File: src/rtl/imem_loader_pkg.sv
// Shared definitions for the instruction-memory loader: state encoding and
// image size limits.
package imem_pkg;
    localparam int MAX_WORDS = 256;
    localparam int HDR_BYTES = 2;
    localparam int HDR_W     = 8 * HDR_BYTES;
    localparam int AW        = $clog2(MAX_WORDS);
    // One extra bit so a full 256-word image can be counted.
    localparam int WIDX_W    = AW + 1;

    typedef enum logic [2:0] {
        IDLE, HDR0, HDR1, DATA, LAST, DONE, ERR
    } state_t;
endpackage

File: src/rtl/imem_loader_if.sv
// Byte-stream input and instruction-memory write bus of the loader.
// slave is the loader side, master is the host/memory side.
interface imem_loader_if;
    logic [7:0]  in_data;
    logic        in_valid;
    logic        in_ready;
    logic        wr_en;
    logic [31:0] wr_addr;
    logic [31:0] wr_data;

    modport master (
        output in_data, in_valid,
        input  in_ready, wr_en, wr_addr, wr_data
    );
    modport slave (
        input  in_data, in_valid,
        output in_ready, wr_en, wr_addr, wr_data
    );
endinterface

File: src/rtl/imem_loader_byte_packer.sv
// Shifts big-endian bytes into a 32-bit word; fill flags the byte that
// completes a word, word_full pulses the cycle after with the packed word.
module byte_packer (
    input  logic        clk,
    input  logic        reset,
    input  logic        clr,
    input  logic        push,
    input  logic [7:0]  din,
    output logic        fill,
    output logic        word_full,
    output logic [31:0] word
);
    logic [23:0] sh;
    logic [1:0]  cnt;

    assign fill = push && (cnt == 2'd3);

    always_ff @(posedge clk or negedge reset) begin
        if (!reset) begin
            sh        <= '0;
            cnt       <= '0;
            word      <= '0;
            word_full <= 1'b0;
        end else begin
            word_full <= fill;
            if (clr) begin
                cnt <= '0;
            end else if (push) begin
                cnt <= cnt + 2'd1;
                // word only moves on a completed word, so it holds between writes
                if (fill) word <= {sh, din};
                else      sh   <= {sh[15:0], din};
            end
        end
    end
endmodule

File: src/rtl/imem_loader.sv
// Boot loader: reads a 2-byte word count then the image bytes, writes them
// into instruction memory and holds the CPU in reset until the load finishes.
module imem_loader
    import imem_pkg::*;
(
    input  logic          clk,
    input  logic          reset,
    input  logic          start,
    imem_loader_if.slave  bus,
    output logic          cpu_hold,
    output logic          done,
    output logic          error
);
    state_t            state;
    logic [HDR_W-1:0]  count;
    logic [HDR_W-1:0]  hdr_count;
    logic [WIDX_W-1:0] word_idx;
    logic              in_ready_q;
    logic [31:0]       wr_addr_q;
    logic              acc;
    logic              push;
    logic              clr;
    logic              fill;
    logic              last_word;
    logic              pk_full;
    logic [31:0]       pk_word;

    assign acc       = bus.in_valid & in_ready_q;
    assign push      = acc & (state == DATA);
    assign clr       = start & (state == IDLE || state == DONE || state == ERR);
    assign hdr_count = {count[HDR_W-1:8], bus.in_data};
    assign last_word = ({{(HDR_W-WIDX_W){1'b0}}, word_idx} == count - HDR_W'(1));

    byte_packer u_pack (
        .clk       (clk),
        .reset     (reset),
        .clr       (clr),
        .push      (push),
        .din       (bus.in_data),
        .fill      (fill),
        .word_full (pk_full),
        .word      (pk_word)
    );

    assign bus.in_ready = in_ready_q;
    assign bus.wr_en    = pk_full;
    assign bus.wr_data  = pk_word;
    assign bus.wr_addr  = wr_addr_q;

    always_ff @(posedge clk or negedge reset) begin
        if (!reset) begin
            state      <= IDLE;
            cpu_hold   <= 1'b1;
            in_ready_q <= 1'b0;
            wr_addr_q  <= '0;
            done       <= 1'b0;
            error      <= 1'b0;
            word_idx   <= '0;
            count      <= '0;
        end else begin
            case (state)
                IDLE, DONE, ERR: begin
                    if (start) begin
                        state      <= HDR0;
                        in_ready_q <= 1'b1;
                        word_idx   <= '0;
                        count      <= '0;
                        done       <= 1'b0;
                        error      <= 1'b0;
                        cpu_hold   <= 1'b1;
                    end
                end
                HDR0: begin
                    if (acc) begin
                        count[HDR_W-1:8] <= bus.in_data;
                        state            <= HDR1;
                    end
                end
                HDR1: begin
                    if (acc) begin
                        count <= hdr_count;
                        if (hdr_count == '0) begin
                            state      <= DONE;
                            in_ready_q <= 1'b0;
                            done       <= 1'b1;
                            cpu_hold   <= 1'b0;
                        end else if (hdr_count > HDR_W'(MAX_WORDS)) begin
                            state      <= ERR;
                            in_ready_q <= 1'b0;
                            error      <= 1'b1;
                        end else begin
                            state <= DATA;
                        end
                    end
                end
                DATA: begin
                    // Address is captured with the word so it lines up with wr_en.
                    if (fill) begin
                        wr_addr_q <= {{(30-AW){1'b0}}, word_idx[AW-1:0], 2'b00};
                        word_idx  <= word_idx + 1'b1;
                        if (last_word) begin
                            state      <= LAST;
                            in_ready_q <= 1'b0;
                        end
                    end
                end
                LAST: begin
                    state    <= DONE;
                    done     <= 1'b1;
                    cpu_hold <= 1'b0;
                end
                default: state <= IDLE;
            endcase
        end
    end
endmodule

File: src/flat_wrapper.sv
// flat-port wrapper written by rule: the top's interface ports become plain ports
module imem_loader_flat import imem_pkg::*;
  (clk, reset, start, cpu_hold, done, error, bus_in_data, bus_in_valid, bus_in_ready, bus_wr_en, bus_wr_addr, bus_wr_data);
  imem_loader_if bus_i ();
  input  logic clk;
  input  logic reset;
  input  logic start;
  output logic cpu_hold;
  output logic done;
  output logic error;
  input wire logic [$bits(bus_i.in_data)-1:0] bus_in_data;
  input wire logic [$bits(bus_i.in_valid)-1:0] bus_in_valid;
  output wire logic [$bits(bus_i.in_ready)-1:0] bus_in_ready;
  output wire logic [$bits(bus_i.wr_en)-1:0] bus_wr_en;
  output wire logic [$bits(bus_i.wr_addr)-1:0] bus_wr_addr;
  output wire logic [$bits(bus_i.wr_data)-1:0] bus_wr_data;
  assign bus_i.in_data = bus_in_data;
  assign bus_i.in_valid = bus_in_valid;
  assign bus_in_ready = bus_i.in_ready;
  assign bus_wr_en = bus_i.wr_en;
  assign bus_wr_addr = bus_i.wr_addr;
  assign bus_wr_data = bus_i.wr_data;
  imem_loader u_core (.clk(clk), .reset(reset), .start(start), .bus(bus_i), .cpu_hold(cpu_hold), .done(done), .error(error));
endmodule
File: config.mk
export PLATFORM = sky130hd
export DESIGN_NAME = imem_loader_flat
export DESIGN_NICKNAME = d
export VERILOG_FILES = /design/src/rtl/imem_loader_pkg.sv /design/src/rtl/imem_loader_if.sv /design/src/rtl/imem_loader_byte_packer.sv /design/src/rtl/imem_loader.sv /design/src/flat_wrapper.sv
export SDC_FILE = /design/constraint.sdc
export NUM_CORES = 1
export LEC_CHECK = 0
export BUFFER_PORTS_ARGS = -buffer_cell sky130_fd_sc_hd__buf_2
export CORE_MARGIN = 5
export CORE_UTILIZATION = 60
export DETAILED_ROUTE_END_ITERATION = 16
export PLACE_DENSITY = 0.93
export SYNTH_ARGS = -nofsm -noshare
export SYNTH_HDL_FRONTEND = slang
export SYNTH_SLANG_ARGS = --single-unit
File: constraint.sdc
create_clock -name clk -period 3.6 [get_ports clk]
set_clock_uncertainty 0.1 [all_clocks]
set_input_delay 0.72 -clock clk [delete_from_list [all_inputs] [get_ports clk]]
set_output_delay 0.72 -clock clk [all_outputs]
set_load 0.01 [all_outputs]
Word level (Yosys, flattened, before mapping)
Index checks and enable logic that the tools add are counted.
Operators by class
  bitwise gates (word level): 6
  reductions and logical operators: 22
  $add $sub $neg: 3
  shift-type cells: 0
  multiply operators: 0
  muxes and demuxes: 36
  equality and inequality tests: 17
  divide/modulo/power cells: 0
  order comparisons: 1
Operators by type and width (count)
  one-hot mux 8 bit (3 select lines): 1
  2-to-1 mux 3 bit: 7
  2-to-1 mux 9 bit: 2
  one-hot mux 9 bit (2 select lines): 1
  == test 9 x 16 -> 1 bit: 1
  greater-than comparator 16 x 9 -> 1 bit (second input constant): 1
  zero test 16 bit: 1
  2-to-1 mux 16 bit: 1
  2-to-1 mux 8 bit: 2
  one-hot mux 8 bit (2 select lines): 1
  subtractor 16 x 1 -> 16 bit (second input constant): 1
  one-hot mux 3 bit (5 select lines): 1
  2-to-1 mux 1 bit: 14
  AND reduction 3 bit: 4
  != test 2 x 1 -> 1 bit (second input constant): 5
  AND reduction 5 bit: 2
  adder 9 x 1 -> 9 bit (second input constant): 1
  == test 3 bit (second input constant): 3
  one-hot mux 1 bit (3 select lines): 3
  AND reduction 4 bit: 2
  nonzero test 2 bit: 4
  == test 3 x 2 -> 1 bit (second input constant): 2
  != test 2 bit (second input constant): 3
  AND reduction 6 bit: 1
  14 further kinds: 21
Storage, ports and cells
  bits in writable memories: 0
  output and inout bits: 69
  memories kept: 0
  logic and storage cells: 98
  latch bits: 0
  bits in registers: 99
  memory bits (read-only): 0
  bits of input ports: 12

Logic depth before layout (Yosys ltp)
  depth after elaboration: 6
  depth in mapped cells: 9
  mapped depth without buffers: 8

Modules after synthesis
A second synthesis with hierarchy kept.
Unflattened totals
  cell total of the unflattened synthesis: 438
  area total of the unflattened synthesis: 4754.6 um^2
Modules (own cells, without submodules)
  imem_loader: area an instance 2538.7 um^2, cells an instance 310, sequential area each 1002.2 um^2, times used 1
  byte_packer: area an instance 2215.9 um^2, cells an instance 128, sequential area each 1476.4 um^2, times used 1

Worst setup path after synthesis
Ideal clock, no wire load.
  kind: in2reg
  start: in bus_in_valid
  end: reg u_core.state[1]
  stages: 7
  setup slack: 1124 ps
  path buffers: 0
  arrival time: 2258 ps
  data required time: 3381 ps
  setup time: 119 ps
  cells stage by stage: and4b_1 -> nand3_1 -> inv_2 -> o2111ai_1 -> a311o_1 -> or4_4 -> a21bo_1
On the way
  word-level cells in the longest chain between the ends: 5
  elaborated cells between the ends (all ways): 7
  those cells by class: 3 x eq/ne; 2 x bitwise; 2 x reduce/logical
RTL lines
  from (decl): line flat_wrapper.sv:12  | input wire logic [$bits(bus_i.in_valid)-1:0] bus_in_valid;
  bitwise AND 1 bit *: line imem_loader.sv:28  | assign acc = bus.in_valid & in_ready_q;
  bitwise AND 1 bit: line imem_loader.sv:29  | assign push = acc & (state == DATA);
  logical AND 1 bit: line imem_loader_byte_packer.sv:16  | assign fill = push && (cnt == 2'd3);
  != test 2 bit (no line)
  AND reduction 5 bit (no line) *
  to (signal assigned): line imem_loader.sv:52  | state <= IDLE;
  to (signal assigned): line imem_loader.sv:64  | state <= HDR0;
  to (signal assigned): line imem_loader.sv:76  | state <= HDR1;
  to (decl): line imem_loader.sv:14  | state_t state;
Every way passes the cells marked *; elsewhere a longest branch is shown, timed or not.
A chain may end at the register's enable or synchronous reset.

Final worst setup path
  start: reg u_core.count[0]
  end: reg u_core.state[1]
On the way
  word-level cells in the longest chain between the ends: 4
RTL lines
  from (decl): line imem_loader.sv:15  | logic [HDR_W-1:0] count;
  from (signal, indexed assignment): line imem_loader.sv:75  | count[HDR_W-1:8] <= bus.in_data;
  from (signal assigned): line imem_loader.sv:81  | count <= hdr_count;
  subtractor 16 x 1 -> 16 bit: line imem_loader.sv:32  | assign last_word = ({{(HDR_W-WIDX_W){1'b0}}, word_idx} == count - HDR_W'(1));
  == test 9 x 16 -> 1 bit: line imem_loader.sv:32
  != test 2 x 1 -> 1 bit (no line)
  AND reduction 5 bit (no line)
No other way between the ends.

==> results by group <==
Outcome
  – Status: finished clean

Floorplanning
  – Initial Utilization: 0.611
  – Die span in x: 98.3 µm
  – Die height: 98.3 µm
  – Io pins: 81
  – Die ar.: 9650 µm²
  – Core area: 7650 µm²
  – Num rows: 32

Job
  – Max_cap viols: 0

CTS
  – Clk_lat worst skew: 0.36 ns
  – Max H-tree Level: 3
  – Inserted Clock Buffers: 9
  – Cts hold-fix bufs: 0
  – TritonCTS clock tree: built
  – Clock Sinks: 99
  – # Post-CTS Setup Buffers: 0
  – Clock root cell: clkbuf_8
  – Resize count post-CTS: 0
  – Bufs on Longest Clock Path: 2
  – CTS clk-pin slew, worst paths: 0.10 ns

Pwr
  – Pwr/cell area: 722 nW/µm²
  – Leakage power: 0.00272 µW
  – Peak supply drop: 0.473 mV

Detailed routing
  – First-pass DRT Iterations: 5
  – Vias: 3586
  – WL/cell: 16.3 µm
  – Initial DRC count: 199
  – Routed WL: 10500 µm
  – Vias per cell: 5.59
  – Antenna-violating nets left: 0
  – DRC: 0

Timing
  – Highest Clock Rate: 0.376 GHz
  – Unrepaired setup endpoints after global routing: no
  – Setup ws final: 0.937 ns
  – Slew @ Worst Pin: 0.851 ns
  – Min Tclk post-route: 2.66 ns
  – Fin crit share: 0.740
  – Slew Limit Fails: 0
  – Setup TNS: 0 ns
  – Fin. Hold Viols: 0
  – Final setup viols: 0
  – Slew headroom: 0.433
  – Hold_ws: 0.289 ns

Final layout
  – Most frequent cells in the layout: nand2_1 (157), dfrtp_1 (98), buf_2 (55)
  – Commonest non-fill, non-tap cell in the layout: nand2_1
  – Multi-input gate area: 1940 µm²
  – Layout cell share with drive strength beyond 1: 0.161
  – Non-Filler Instances: 642
  – Layout net count: 550
  – Area grow syn2layout: 9.67%
  – Post-route cell area: 5120 µm²
  – Register area: 2480 µm²
  – FILL cells: 589
  – ANT cells: 0

Logic synthesis
  – Synthesized instance count: 490
  – Number of synthesized flops with an enable pin: 0
  – Synth unique cells: 54
  – Register area share after synthesis: 0.530
  – Synthesis warning total: 0
  – Synthesized area per cell: 9.54 µm²
  – Most common flop cell mapped by yosys: dfrtp_1
  – Synthesized flop and latch total: 99
  – Mapped Area: 4670 µm²
  – Post-synth ARST share: 1.00

GRT
  – Largest net degree at the start of global routing: 52
  – Initial antenna violation count: 0
  – First-pass GRT wire length: 17700 µm
  – Total Routing Usage GR: 0.224
  – Congestion Overflow GR: 0
  – Vias in the first global route: 3574

Critical path
  – Critical Path Start Type: register
  – Required @ worst endpoint: 3.76 ns
  – Setup CP Type: register to register
  – CP arrival: 2.82 ns
  – Worst setup EP type: register
  – Max Fanout on Critical Path: 8

Place
  – IO Port Bufs: 56
  – RePlAce Congestion: 0.874
  – Pre-CTS setup slack: 0.978 ns
  – Placed Cells: 626
  – Area after DPL: 4920 µm²
  – Final HPWL DP: 7260 µm

Hold path
  – Hold Path Class: primary input to asynchronous set/reset pin
-- cells in the mapped netlist (2+ instances only) --
cell type / count / share of area
dfrtp_1: 98 / 0.52
inv_2: 2 / 0.0016
mux2_1: 24 / 0.058
xnor2_1: 7 / 0.013
or4_1: 4 / 0.0064
buf_4: 24 / 0.039
xor2_1: 9 / 0.017
buf_6: 2 / 0.0048
nand2_1: 157 / 0.13
buf_2: 4 / 0.0043
ha_1: 3 / 0.0080
and2_1: 3 / 0.0040
and3_1: 4 / 0.0054
inv_1: 9 / 0.0072
a31oi_1: 4 / 0.0054
o21a_1: 2 / 0.0032
a22oi_1: 2 / 0.0032
mux2i_1: 3 / 0.0064
nor3_1: 7 / 0.0075
o31ai_1: 6 / 0.0096
nor2b_1: 3 / 0.0040
nor2_1: 22 / 0.018
nand3_1: 6 / 0.0064
buf_1: 4 / 0.0032
o21ai_1: 20 / 0.021
a21oi_1: 5 / 0.0054
o211ai_1: 3 / 0.0048
o21ai_0: 3 / 0.0032
o2111ai_1: 6 / 0.011
nand2b_1: 3 / 0.0040
a21o_1: 3 / 0.0048
clkbuf_1: 16 / 0.013
-- cell families after synthesis --
group | synth area share
and+or+nand+nor | 0.197
DFF | 0.530
AOI/OAI and AO/OA | 0.0969
buffers and inverters | 0.0726
muxes | 0.0643
xor gates and xnor gates | 0.0300
adders and majority gates | 0.00803
other | 0.000802
-- power by group --
group          total [µW]  internal (µW)  switching (µW)  leakage [µW]
Clock                 723            332             391      0.000103
Combinational        1300            559             740       0.00129
Sequential           1680           1390             289       0.00133
Total                3700           2280            1420       0.00272
-- per-stage QoR --
stage	total power, µW	utilization
after floorplan	2670	-
after CTS	3700	0.670
after detailed placement	2970	0.644
after global placement	2920	0.644
after global routing	3950	0.670
final	3700	0.670
-- metal layers --
layer | GRT usage | up-vias | wire length (µm)
met2 | 0.385 | 127 | 5390
met4 | 0.0704 | 0 | 183
met1 | 0.292 | 1765 | 4310
met5 | 0 | - | 0
li1 | - | 1673 | -
met3 | 0.0379 | 21 | 591
-- sequential cells by signal (all words and copies together), names as in the netlist, 2 cells and up --
name                count
u_core.count           16
u_core.u_pack.cnt       2
u_core.state            3
u_core.u_pack.sh       24
u_core.u_pack.word     32
u_core.bus.wr_addr      8
u_core.word_idx         9
-- layout make-up --
class	count	area share
clock buffer	10	0.0249
clock inverter	6	0.0142
inverter	11	0.00806
multi-input combinational	353	0.379
sequential	99	0.484
tap	102	0.0249
timing repair buffer	61	0.0649
-- worst max-delay path: stages (launching register included) --
cell and delay (ns):
dfrtp_1 0.42, inv_1 0.10, ha_1 0.16, nor2b_1 0.43
a21o_1 0.19, a21oi_1 0.07, a221o_2 0.38, or4_4 0.51
a21bo_1 0.21
-- worst paths after layout --
check | startpoint | endpoint | slack, ns | cells past startpoint
max in group asynchronous | reset | u_core.count[5]$_DFFE_PN0P_ | 2.42 | 2
worst min-delay path | reset | u_core.state[1]$_DFFE_PN0P_ | 0.29 | 1
worst max register to register | u_core.count[0]$_DFFE_PN0P_ | u_core.state[1]$_DFFE_PN0P_ | 0.94 | 8
worst max-delay path | u_core.count[0]$_DFFE_PN0P_ | u_core.state[1]$_DFFE_PN0P_ | 0.94 | 8
worst min register to register | u_core.bus.wr_addr[5]$_DFFE_PN0P_ | u_core.bus.wr_addr[5]$_DFFE_PN0P_ | 0.38 | 2
min in group clk | u_core.bus.wr_addr[5]$_DFFE_PN0P_ | u_core.bus.wr_addr[5]$_DFFE_PN0P_ | 0.38 | 2
Power figures use the tool's default switching activity.
